`src/rtl/dmem_arb_pkg.sv`:
```
// dmem_arb_pkg: shared definitions for the two-port data-memory arbiter.
//   state_t          - arbiter FSM encoding (IDLE -> ACC -> RESP)
//   DEF_BASE_ADDR    - default byte address of RAM word 0
//   DEF_DEPTH_BYTES  - default RAM window size in bytes
//   PORT_M0/PORT_M1  - grant / pointer index of each requester
//   in_window()      - unsigned window check without wrap-around
package dmem_arb_pkg;

    typedef enum logic [1:0] {
        ST_IDLE = 2'd0,
        ST_ACC  = 2'd1,
        ST_RESP = 2'd2
    } state_t;

    localparam logic [31:0] DEF_BASE_ADDR   = 32'h1001_0000;
    localparam logic [31:0] DEF_DEPTH_BYTES = 32'h0000_1000;

    localparam logic PORT_M0 = 1'b0;
    localparam logic PORT_M1 = 1'b1;

    // 33-bit arithmetic so base+depth near the top of the address space
    // cannot wrap and falsely accept low addresses.
    function automatic logic in_window(input logic [31:0] addr,
                                       input logic [31:0] base,
                                       input logic [31:0] depth);
        logic [32:0] a, lo, hi;
        a  = {1'b0, addr};
        lo = {1'b0, base};
        hi = {1'b0, base} + {1'b0, depth};
        return (a >= lo) && (a < hi);
    endfunction

endpackage

```
`src/rtl/dmem_arb_rr.sv`:
```
// dmem_arb_rr: combinational 2-way round-robin picker.
//   req  [1:0] - request per port (bit index = port index)
//   last       - port granted most recently
//   gnt        - selected port index (meaningful only when any req is set)
module dmem_arb_rr
    import dmem_arb_pkg::*;
(
    input  logic [1:0] req,
    input  logic       last,
    output logic       gnt
);

    always_comb begin
        gnt = PORT_M0;
        if (req[0] && req[1])
            gnt = ~last;          // tie: the port not served last time
        else if (req[1])
            gnt = PORT_M1;
        else
            gnt = PORT_M0;
    end

endmodule

```
`src/rtl/dmem_arbiter.sv`:
```
// dmem_arbiter: arbitrates a CPU port (m0) and a loader/debug port (m1)
// onto one single-cycle data RAM. Each access takes IDLE -> ACC -> RESP:
// the request is latched in IDLE, the RAM is enabled for the ACC cycle only,
// and the granted port gets a one-cycle ack (with err/rdata) in RESP.
//   clk, rst            - clock, synchronous active-high reset
//   mX_req/we/addr/wdata/size - requester inputs (X = 0, 1)
//   mX_ack/err/rdata    - completion pulse, out-of-window flag, read data
//   ram_ena/we/addr/switch/wdata, ram_rdata - RAM interface (offset address)
module dmem_arbiter
    import dmem_arb_pkg::*;
#(
    parameter logic [31:0] BASE_ADDR   = DEF_BASE_ADDR,
    parameter logic [31:0] DEPTH_BYTES = DEF_DEPTH_BYTES
) (
    input  logic        clk,
    input  logic        rst,
    input  logic        m0_req,
    input  logic        m0_we,
    input  logic [31:0] m0_addr,
    input  logic [31:0] m0_wdata,
    input  logic [2:0]  m0_size,
    input  logic        m1_req,
    input  logic        m1_we,
    input  logic [31:0] m1_addr,
    input  logic [31:0] m1_wdata,
    input  logic [2:0]  m1_size,
    output logic        m0_ack,
    output logic        m0_err,
    output logic [31:0] m0_rdata,
    output logic        m1_ack,
    output logic        m1_err,
    output logic [31:0] m1_rdata,
    output logic        ram_ena,
    output logic        ram_we,
    output logic [31:0] ram_addr,
    output logic [2:0]  ram_switch,
    output logic [31:0] ram_wdata,
    input  logic [31:0] ram_rdata
);

    state_t      state;
    logic        last_gnt;
    logic        gnt;
    logic        inwin_r;
    logic [31:0] rdata_r;

    logic        pick;
    logic        sel_we;
    logic [31:0] sel_addr;
    logic [31:0] sel_wdata;
    logic [2:0]  sel_size;
    logic        sel_inwin;

    dmem_arb_rr u_rr (
        .req  ({m1_req, m0_req}),
        .last (last_gnt),
        .gnt  (pick)
    );

    assign sel_we    = (pick == PORT_M1) ? m1_we    : m0_we;
    assign sel_addr  = (pick == PORT_M1) ? m1_addr  : m0_addr;
    assign sel_wdata = (pick == PORT_M1) ? m1_wdata : m0_wdata;
    assign sel_size  = (pick == PORT_M1) ? m1_size  : m0_size;
    assign sel_inwin = in_window(sel_addr, BASE_ADDR, DEPTH_BYTES);

    // One capture register serves both ports; the idle port's copy is
    // simply stale but always defined.
    assign m0_rdata = rdata_r;
    assign m1_rdata = rdata_r;

    always_ff @(posedge clk) begin
        if (rst) begin
            state      <= ST_IDLE;
            last_gnt   <= PORT_M1;
            gnt        <= PORT_M0;
            inwin_r    <= 1'b0;
            rdata_r    <= 32'h0;
            ram_ena    <= 1'b0;
            ram_we     <= 1'b0;
            ram_addr   <= 32'h0;
            ram_wdata  <= 32'h0;
            ram_switch <= 3'h0;
            m0_ack     <= 1'b0;
            m0_err     <= 1'b0;
            m1_ack     <= 1'b0;
            m1_err     <= 1'b0;
        end else begin
            case (state)
                ST_IDLE: begin
                    if (m0_req || m1_req) begin
                        // Everything the access needs is frozen here, so the
                        // requester may change or drop its inputs afterwards.
                        gnt        <= pick;
                        last_gnt   <= pick;
                        inwin_r    <= sel_inwin;
                        ram_addr   <= sel_addr - BASE_ADDR;
                        ram_wdata  <= sel_wdata;
                        ram_switch <= sel_size;
                        ram_ena    <= sel_inwin;
                        ram_we     <= sel_inwin & sel_we;
                        state      <= ST_ACC;
                    end
                end
                ST_ACC: begin
                    ram_ena <= 1'b0;
                    ram_we  <= 1'b0;
                    rdata_r <= inwin_r ? ram_rdata : 32'h0;
                    m0_ack  <= (gnt == PORT_M0);
                    m1_ack  <= (gnt == PORT_M1);
                    m0_err  <= (gnt == PORT_M0) && !inwin_r;
                    m1_err  <= (gnt == PORT_M1) && !inwin_r;
                    state   <= ST_RESP;
                end
                ST_RESP: begin
                    m0_ack <= 1'b0;
                    m1_ack <= 1'b0;
                    m0_err <= 1'b0;
                    m1_err <= 1'b0;
                    state  <= ST_IDLE;
                end
                default: state <= ST_IDLE;
            endcase
        end
    end

endmodule

```
`config.mk`:
```
export PLATFORM = sky130hd
export DESIGN_NAME = dmem_arbiter
export DESIGN_NICKNAME = d
export VERILOG_FILES = /design/src/rtl/dmem_arb_pkg.sv /design/src/rtl/dmem_arb_rr.sv /design/src/rtl/dmem_arbiter.sv
export SDC_FILE = /design/constraint.sdc
export NUM_CORES = 1
export LEC_CHECK = 0
export ABC_AREA = 1
export BUFFER_PORTS_ARGS = -buffer_cell sky130_fd_sc_hd__buf_4
export CORE_AREA = 3 3 118 120
export CTS_CLUSTER_SIZE = 40
export DETAILED_ROUTE_END_ITERATION = 12
export DIE_AREA = 0 0 121 123
export GPL_TIMING_DRIVEN = 0
export PLACE_DENSITY = 0.82
export SLEW_MARGIN = 20
export SYNTH_ARGS = -nofsm -noshare
export SYNTH_HDL_FRONTEND = slang
export SYNTH_SLANG_ARGS = --single-unit
```
`constraint.sdc`:
```
create_clock -name clk -period 1.91 [get_ports clk]
set_input_delay 0.191 -clock clk [delete_from_list [all_inputs] [get_ports clk]]
set_output_delay 0.191 -clock clk [all_outputs]
set_load 0.05 [all_outputs]
```
[Yosys cells after proc, flatten, opt, wreduce, memory -nomap -nowiden]
Index checks and enable logic that the tools add are counted.
Storage, ports and cells
  logic and storage cells: 51
  bits of input ports: 172
  register bits after elaboration: 110
  output and inout port bits: 137
Operators by class
  order comparisons: 2
  equal/unequal tests: 3
  bitwise gates (word level): 3
  multiplexer cells: 17
  reduce and logical (&&, ||, !) cells: 11
  add/sub/neg operators: 1
Operators by type and width (count)
  $mux 32: 3
  $ge 32x29->1 const B: 1
  $lt 32x29->1 const B: 1
  $sub 32x29->32 const B: 1
  $pmux 1 s2: 6
  $mux 1: 5
  $logic_and 1x1->1: 4
  $pmux 2 s2: 1
  $reduce_and 2->1: 2
  $reduce_bool 2->1: 2
  $mux 3: 1
  $eq 2x1->1 const B: 1
  $eq 2x2->1 const B: 1
  $logic_not 2->1: 1
  $mux 2: 1
  $ne 2x2->1 const B: 1
  $not 1->1: 2
  $and 1x1->1: 1
  $logic_not 1->1: 1
  $logic_or 1x1->1: 1

[Depth between registers and ports, before layout]
Gate-level depths: netlist (run 1).
  depth after elaboration: 8
  depth in mapped cells: 17
  mapped depth without buffers: 16

[By module]
A second synthesis (run 1) with hierarchy kept.
Unflattened totals
  cells, all modules: 788
  area, all modules: 5447.7 um2
Modules (own cells, without submodules)
  dmem_arbiter: area an instance 5435.2 um2, times used 1, cells each 786
  dmem_arb_rr: area an instance 12.5 um2, times used 1, cells each 2

[Least setup slack after synthesis (run 1)]
Ideal clock, no wire load.
  path kind: flip-flop to flip-flop
  start: register last_gnt
  end: register ram_addr[30]
  period minus slack after synthesis: 1.740 ns
  path buffers: 1
  path slack: 0.170 ns
  stages on the path, launching flop included: 17
  arrival: 1.622 ns
  path through: dfxtp_1 nand2_1 nand2_2 buf_6 nand2_1 o21ai_2 inv_2 ha_1 inv_1 nor2_2 inv_1 nor2_1 nor2_1 nor2_1 nor2_1 nor2_1 nor2_1
Between the ends
  longest elaborated chain between the ends: 4
Ends and longest elaborated chain
  start: declaration: line dmem_arbiter.sv:42  | logic last_gnt;
  start signal: assignment: line dmem_arbiter.sv:94  | last_gnt <= pick;
  $not 1->1: line dmem_arb_rr.sv:16  | gnt = ~last;
  $mux 1: line dmem_arb_rr.sv:15  | if (req[0] && req[1])
  $mux 32: line dmem_arbiter.sv:61  | assign sel_addr = (pick == PORT_M1) ? m1_addr : m0_addr;
  $sub 32x29->32: line dmem_arbiter.sv:96  | ram_addr <= sel_addr - BASE_ADDR;
  end signal: assignment: line dmem_arbiter.sv:96
  end: declaration: line dmem_arbiter.sv:35  | output logic [31:0] ram_addr,
No other way between the ends.
A chain may end at the register's enable or synchronous reset.

[Worst setup path after layout (run 1)]
  start: register last_gnt
  end: register ram_addr[28]
The elaborated chain is that of the path after synthesis.

==> impl_metrics.ini, run 1 <==
[critical_path]
critPathKind = reg -> reg
required_ps = 2210
critPathLaunchType = flip-flop
critPathMostFrequentCell = nand2_1
endpoint_kind = flip-flop
arrival_ps = 2180
critical_path.cell_chain = nand2_4 > nand2_4 > buf_8 > nand2_1 > o21ai_4 > inv_2 > ha_4 > inv_1 > nor2_2 > inv_2 > nor2_4 > nand2_1 > nand2_2 > nand2_1 > a21o_1 > inv_1
cpMaxStageDelayCell = dfxtp_2
cp_max_fo = 10
cp_slowest_stage_delay_ps = 330

[power_and_ir_drop]
p_leak_nw = 4.11
pwr_density_cell_mw_per_mm2 = 873
peakVddDrop_v = 0.000487

[grt]
overflow = 0
antenna_found_initial = 0
grtUsageTotal = 0.251
grt_pass1_wl_um = 29700
grt_pass1_vias = 5864
grt_max_degree = 18

[logic_synthesis]
ys_ff_latch = 110
post-synth-top-area-cell = dfxtp_1
syn_inst = 790
yosysTopAreaCellShare = 0.401
syn_nets = 967
syn-cell-area_mm2 = 0.00549
yosysSeqAreaShare = 0.401
yosys.cell_types.count = 29
ys_top_cells_by_area = dfxtp_1, nand2_1, a31oi_1
synth_warnings = 0
postSynthAreaPerCell_um2 = 6.95

[route]
drc = 0
ant_nets = 0
route.vias.total = 6485
post_drt_wl_per_cell_um = 15.4
wl_um = 19900
drtIter0Drc = 452
via_per_inst = 5.03
dr.pass1.iters = 5

[placement]
io_buffers = 307
hpwl_um = 15400
place_area_mm2 = 0.00801
gp_congestion = 0.925
dp_slack_ps = -243

[hold_path]
hp-class = in -> reg

[sta]
period_minus_slack_ps = 1880
report.final.slew_viol_count = 0
hold_viol_final = 0
max_clock_freq_mhz = 532
skew_ps = 5.10
worst_pin_slew_ps = 501
finalCritPeriodShare = 0.984
setup_viol = 0
setup_tns_ps = 0
max_slew_margin = 0.666
setup_slack_ps = 31.3
rsz0062_at_grt = true

[layout]
syn_to_final_growth_pct = 53.9
layout_common_cells = buf_4, nand2_1, dfxtp_1
num_antenna_cells = 0
multi_input_area_mm2 = 0.00269
final_common_cell = buf_4
final_cell_area_mm2 = 0.00845
fillers = 1160
fin_util = 0.646
seqCellArea_mm2 = 0.00220
layout-drive-gt1-share = 0.379
finalNetCount = 1286

[cts]
clockBufferDepth = 2
htree_levels = 3
cts_tree = done
path_clk_slew_ps = 70
cts.sinks = 110
clkLatencyLatePin_ps = 350
numCtsBuffers = 9
cts_root_buf = clkbuf_16

[run_status]
status = complete, no violations

[floorplan]
pin_count = 309
core-area_mm2 = 0.0131
die_w_um = 121
die_y_um = 123
num_rows = 42
initial_core_util = 0.419
die_area_mm2 = 0.0149

[run]
maxCapViolCount = 0
==> logic make-up (layout without fill, tap and decap cells) <==
| logic type | after synthesis | in the layout | share of synthesized area |
|---|---|---|---|
| buffers and inverters | 132 | 456 | 0.124 |
| AND/OR/NAND/NOR | 357 | 357 | 0.276 |
| XOR/XNOR | 5 | 5 | 0.00798 |
| AO/OA/AOI/OAI | 181 | 181 | 0.180 |
| flip-flops | 110 | 110 | 0.401 |
| adder cells (fa/ha/maj) | 5 | 5 | 0.0114 |
==> cells in the mapped netlist (all sizes together) <==
cell type / count
dfxtp: 110
o21ai: 73
buf: 52
xor2: 2
nand4: 5
nand3: 65
clkbuf: 35
a21oi: 52
clkinv: 2
xnor2: 3
nand2: 232
nand3b: 5
ha: 5
a31oi: 54
o31ai: 1
inv: 43
a21o: 1
nor2: 50
==> flip-flops by register name, indices dropped and copies added (netlist names) <==
name	count
m1_err	1
ram_ena	1
ram_addr	32
m0_rdata	32
ram_switch	3
ram_we	1
m0_err	1
m1_ack	1
inwin_r	1
last_gnt	1
state	2
gnt	1
ram_wdata	32
m0_ack	1
==> timing repair <==
item | CTS | global route
hold buffers | 0 | 0
resized for setup | 16 | 32
buffers inserted | 1 | 0
pin swaps | 1 | 3
endpoints found under the setup margin | 55 | 92
==> final timing paths <==
kind	from	to	slack, ps	cells after the start
min	ram_rdata[20]	m0_rdata[20]	110	3
max reg2reg	last_gnt	ram_addr[28]	30	16
min reg2reg	m0_err	m0_err	470	2
max	last_gnt	ram_addr[28]	30	16
==> per-stage QoR <==
stage | cells | hold WS (ps) | power, mW
finish | 1290 | 109 | 7.38
detailed placement | 1273 | 454 | 5.32
floorplan | 790 | 351 | 4.35
global route | 1290 | 102 | 7.68
CTS | 1290 | 100 | 7.34
global placement | 1273 | 443 | 5.29
==> per-layer routing <==
metal | wire (µm) | up-vias | GRT usage | part of all wire
met3 | 1590 | 37 | 0.0453 | 0.080
met1 | 7770 | 2959 | 0.302 | 0.39
li1 | - | 3226 | - | -
met2 | 9880 | 263 | 0.443 | 0.50
met4 | 646 | 0 | 0.101 | 0.032
met5 | 0 | - | 0 | 0
==> area by class of cell <==
class / count / share of cell area
Inverter: 45 / 0.0200
Timing Repair Buffer: 308 / 0.274
Buffer: 87 / 0.0640
Multi-Input combinational cell: 548 / 0.318
Sequential cell: 110 / 0.261
Clock inverter: 6 / 0.0102
Clock buffer: 10 / 0.0271
Tap cell: 176 / 0.0261
==> worst max-delay path: cells and delay by family (launching register included) <==
kind                     cells  cell delay, ps
AND/OR/NAND/NOR              8             700
adder cells (fa/ha/maj)      1             140
buffers and inverters        5             420
flip-flops                   1             330
AO/OA/AOI/OAI                2             240
==> report_power, final <==
group          total [mW]  leakage [nW]  switching (mW)  internal, mW
Sequential           2.67         0.905           0.127          2.54
Combinational        2.67          3.05            1.78         0.892
Clock                2.03         0.152           0.885          1.15
Note: power is estimated with default switching activity, not from simulation.
==> inputs of run 2 (changes only) <==
Settings changed: CORE_AREA 3 3 118 120 to default, CORE_ASPECT_RATIO from default to 0.9, CORE_MARGIN from default to 3, CORE_UTILIZATION from default to 30, DIE_AREA 0 0 121 123 to default, PLACE_DENSITY 0.82 to 0.64.
==> run 2 against run 1 <==
  * Combinational power up 2%
  * Critical path type unchanged
  * Critical endpoint is now ram_addr[30]
  * Utilization down 16 points
  * Register-to-register slack better by 40 ps
  * Largest cell class unchanged
==> impl_metrics.ini, run 2 (synthesized netlist as in run 1, its figures left out) <==
[route]
drtIter0Drc = 226
drc = 0
dr.pass1.iters = 5
post_drt_wl_per_cell_um = 15.0
wl_um = 20500
route.vias.total = 6442
ant_nets = 0
via_per_inst = 4.72

[grt]
grtUsageTotal = 0.194
antenna_found_initial = 0
overflow = 0
grt_max_degree = 19
grt_pass1_wl_um = 31500
grt_pass1_vias = 6158

[cts]
htree_levels = 3
clockBufferDepth = 2
cts.sinks = 110
numCtsBuffers = 9
cts_root_buf = clkbuf_16
clkLatencyLatePin_ps = 350
path_clk_slew_ps = 80
cts_tree = done

[sta]
period_minus_slack_ps = 1840
hold_viol_final = 0
report.final.slew_viol_count = 0
setup_slack_ps = 72.3
finalCritPeriodShare = 0.962
setup_viol = 0
max_slew_margin = 0.658
rsz0062_at_grt = true
skew_ps = 6.16
worst_pin_slew_ps = 513
max_clock_freq_mhz = 544
setup_tns_ps = 0

[power_and_ir_drop]
power_frac_clock = 0.267
p_sw_mw = 2.83
p_leak_nw = 4.18
power_mw = 7.36
p_seq_frac = 0.362
switching_share = 0.384
power.share.combinational = 0.371
p_int_mw = 4.53
peakVddDrop_v = 0.000476
pwr_density_cell_mw_per_mm2 = 845

[floorplan]
num_rows = 46
pin_count = 309
core-area_mm2 = 0.0178
die_y_um = 134
initial_core_util = 0.309
die_area_mm2 = 0.0200
die_w_um = 149

[run]
maxCapViolCount = 0

[layout]
layout-drive-gt1-share = 0.396
final_common_cell = buf_4
fillers = 1812
seqCellArea_mm2 = 0.00221
final_cell_area_mm2 = 0.00870
finalNetCount = 1297
syn_to_final_growth_pct = 58.6
layout_common_cells = buf_4, nand2_1, dfxtp_1
fin_util = 0.489
multi_input_area_mm2 = 0.00274
num_antenna_cells = 0

[placement]
place_area_mm2 = 0.00809
hpwl_um = 15900
gp_congestion = 0.844
io_buffers = 307
dp_slack_ps = -304

[critical_path]
arrival_ps = 2090
endpoint_kind = flip-flop
critPathLaunchType = flip-flop
cp_max_fo = 5
required_ps = 2160
critPathKind = reg -> reg

[hold_path]
hp-class = in -> reg

[run_status]
status = complete, no violations
run 2: repair_timing:
action,CTS,global route
setup buffers,4,7
setup endpoints to repair,66,85
pin swaps,4,16
hold buffers,0,0
cloned,0,1
resized for setup,31,37
hold endpoints to repair,0,0
run 2: layer usage:
metal	GRT usage	vias to the layer above	routed length, µm	part of all wire
met5	0	-	0	0
met1	0.244	2941	8730	0.43
met4	0.0559	0	328	0.016
met2	0.337	226	9930	0.48
met3	0.0412	21	1540	0.075
li1	-	3254	-	-
run 2: worst paths after layout:
check                                    from      endpoint  slack, ps  cells after the start
worst max-delay path                 last_gnt  ram_addr[30]         70                     16
worst min-delay path            ram_rdata[15]  m0_rdata[15]        110                      3
worst max register to register       last_gnt  ram_addr[30]         70                     16
worst min register to register         ram_we        ram_we        470                      2
run 2: layout make-up:
type,instances,share of cell area
Clock inverter,6,0.00819
Sequential cell,110,0.253
Multi-Input combinational cell,548,0.315
Clock buffer,10,0.0275
Tap cell,240,0.0345
Inverter,45,0.0203
Timing Repair Buffer,319,0.277
Buffer,87,0.0640
run 2: power groups by stage:
stage	clock [mW]	sequential (mW)	combinational, mW
floorplan	0	3.52	0.831
CTS	2.02	2.66	2.68
global route	2.09	2.69	2.94
finish	1.96	2.67	2.73
detailed placement	0	2.71	2.62
global placement	0	2.71	2.61
run 2: through the flow:
stage | instances | hold slack (ps)
after floorplan | 790 | 351
after global placement | 1337 | 438
after detailed placement | 1337 | 444
after CTS | 1357 | 92.2
after global routing | 1365 | 90.4
final | 1365 | 107
run 2: worst max-delay path, stage by stage, from the launching register on:
cell,delay (ps)
dfxtp_2,340
nand2_4,80
nand2_4,80
buf_8,150
nand2_4,60
nand2_4,60
inv_4,80
ha_4,160
inv_4,40
nor2_4,130
inv_4,60
nor2_4,110
nor2_2,50
nor2_1,100
nor2_1,40
nor2_1,130
nor2_1,60
==> inputs of run 3 (changes only) <==
Settings changed: MAX_ROUTING_LAYER from default to met4.
==> run 3 against run 2 <==
  * Maximum frequency decreased by 1.1%
  * Clock power about the same
  * Sequential power is essentially flat
  * Via count increased by 0.26%
  * Worst setup slack worse by 20 ps
  * Critical path type unchanged
  * Largest power group unchanged
==> impl_metrics.ini, run 3 (synthesized netlist as in run 1, its figures left out) <==
[grt]
overflow = 0
grtUsageTotal = 0.200
antenna_found_initial = 0
grt_max_degree = 19
grt_pass1_wl_um = 31500
grt_pass1_vias = 6164

[placement]
dp.cells = 1337
io_buffers = 307
place_area_mm2 = 0.00809
hpwl_um = 15900
gp_congestion = 0.857

[cts]
numCtsBuffers = 9
post_cts_hold_buffer_count = 0
path_clk_slew_ps = 80
clkLatencyLatePin_ps = 350
clockBufferDepth = 2
cts_tree = done
cts_root_buf = clkbuf_16
htree_levels = 3
cts.sinks = 110

[critical_path]
required_ps = 2160
crit_cells = 16
cp-startpoint = last_gnt
critical_path.cell_chain = nand2_4 > nand2_8 > buf_12 > nand2_4 > nand2_4 > inv_4 > ha_4 > inv_4 > nor2_4 > inv_4 > nor2_4 > nor2_2 > nor2_1 > nor2_1 > nor2_1 > nor2_1
cpMaxStageDelayCell = dfxtp_2
reg2reg_slack_ps = 50
endpoint_kind = flip-flop
arrival_ps = 2110
crit_family = simple AND/OR/NAND/NOR gates
worstReg2RegEnd = ram_addr[30]
critPathKind = reg -> reg
critPathMostFrequentCell = nor2_1
cp_slowest_stage_delay_ps = 340
rr_worst_depth = 16
path_buf_inv = 4
endpoint = ram_addr[30]
cp_max_fo = 6
r2r_start = last_gnt
critPathLaunchType = flip-flop

[sta]
setup_viol = 0
report.final.slew_viol_count = 0
setup_tns_ps = 0
max_clock_freq_mhz = 538
rsz0062_at_grt = true
finalCritPeriodShare = 0.972
skew_ps = 5.36
hold_viol_final = 0
period_minus_slack_ps = 1860
max_slew_margin = 0.665
worst_pin_slew_ps = 502

[floorplan]
die_w_um = 149
core-area_mm2 = 0.0178
pin_count = 309
initial_core_util = 0.309
num_rows = 46
die_y_um = 134
die_area_mm2 = 0.0200

[route]
dr.pass1.iters = 6
drc = 0
ant_nets = 0
post_drt_wl_per_cell_um = 15.1
drtIter0Drc = 248
route.vias.total = 6459
wl_um = 20600
via_per_inst = 4.73

[layout]
syn_to_final_growth_pct = 59.4
layout_common_cells = buf_4, nand2_1, dfxtp_1
stdcell_count = 1366
final_cell_area_mm2 = 0.00875
num_antenna_cells = 0
layout-drive-gt1-share = 0.399
finalNetCount = 1298
final_common_cell = buf_4

[power_and_ir_drop]
peakVddDrop_v = 0.000486
power.share.combinational = 0.372
p_int_mw = 4.54
switching_share = 0.385
p_leak_nw = 4.20
pwr_density_cell_mw_per_mm2 = 844
power_frac_clock = 0.267
p_seq_frac = 0.361
p_sw_mw = 2.84

[hold_path]
min_from = ram_rdata[15]
hp-class = in -> reg

[run_status]
status = complete, no violations

[run]
maxCapViolCount = 0
==> run 3: layer usage <==
| layer | global-route usage | vias to the layer above | wire [µm] | part of all wire |
|---|---|---|---|---|
| li1 | - | 3255 | - | - |
| met4 | 0.0559 | 0 | 307 | 0.015 |
| met3 | 0.0365 | 19 | 1460 | 0.071 |
| met5 | - | - | 0 | 0 |
| met2 | 0.337 | 227 | 9980 | 0.48 |
| met1 | 0.248 | 2958 | 8880 | 0.43 |
==> run 3: through the flow <==
stage                     setup WS, ps  hold slack, ps  power [mW]   util
after floorplan                    170             351        4.35      -
after global placement            -255             438        5.32  0.455
after detailed placement          -304             444        5.33  0.455
after CTS                         1.23            92.2        7.36  0.479
after global routing             -37.6            89.0        7.74  0.492
final                             52.8             107        7.39  0.492
==> run 3: final cells by class <==
cell class              instances  area [µm²]
plain buffers                  87         558
clock buffers                  10         239
clock inverters                 6        71.3
fillers                      1809        9040
inverters                      45         176
multi-input cells             548        2760
flip-flops and latches        110        2210
well taps                     240         300
repair buffers                320        2440
==> run 3: tightest hold or removal path, stage by stage <==
cell	delay, ps
buf_4	110
nand3_1	70
a21oi_1	50
==> run 3: worst min path at each step <==
stage / to / slack, ps / depth (start not counted)
finish: m0_rdata[15] / 110 / 3
global route: m0_rdata[14] / 90 / 3
CTS: ram_wdata[29] / 90 / 3
detailed placement: last_gnt / 440 / 2
global placement: last_gnt / 440 / 2
floorplan: ram_wdata[2] / 350 / 2
==> run 3: what timing repair did <==
| item | CTS | global route |
|---|---|---|
| gates cloned | 0 | 2 |
| pin swaps | 4 | 16 |
| gates resized for setup | 31 | 42 |
| endpoints found under the setup margin | 66 | 85 |
| setup buffers | 4 | 7 |
==> run 3: power groups by stage <==
stage	clock network (mW)	registers, mW	logic (mW)
after CTS	2.02	2.66	2.68
after global placement	0	2.71	2.61
after floorplan	0	3.52	0.831
after global routing	2.10	2.69	2.95
after detailed placement	0	2.71	2.62
final	1.97	2.67	2.75
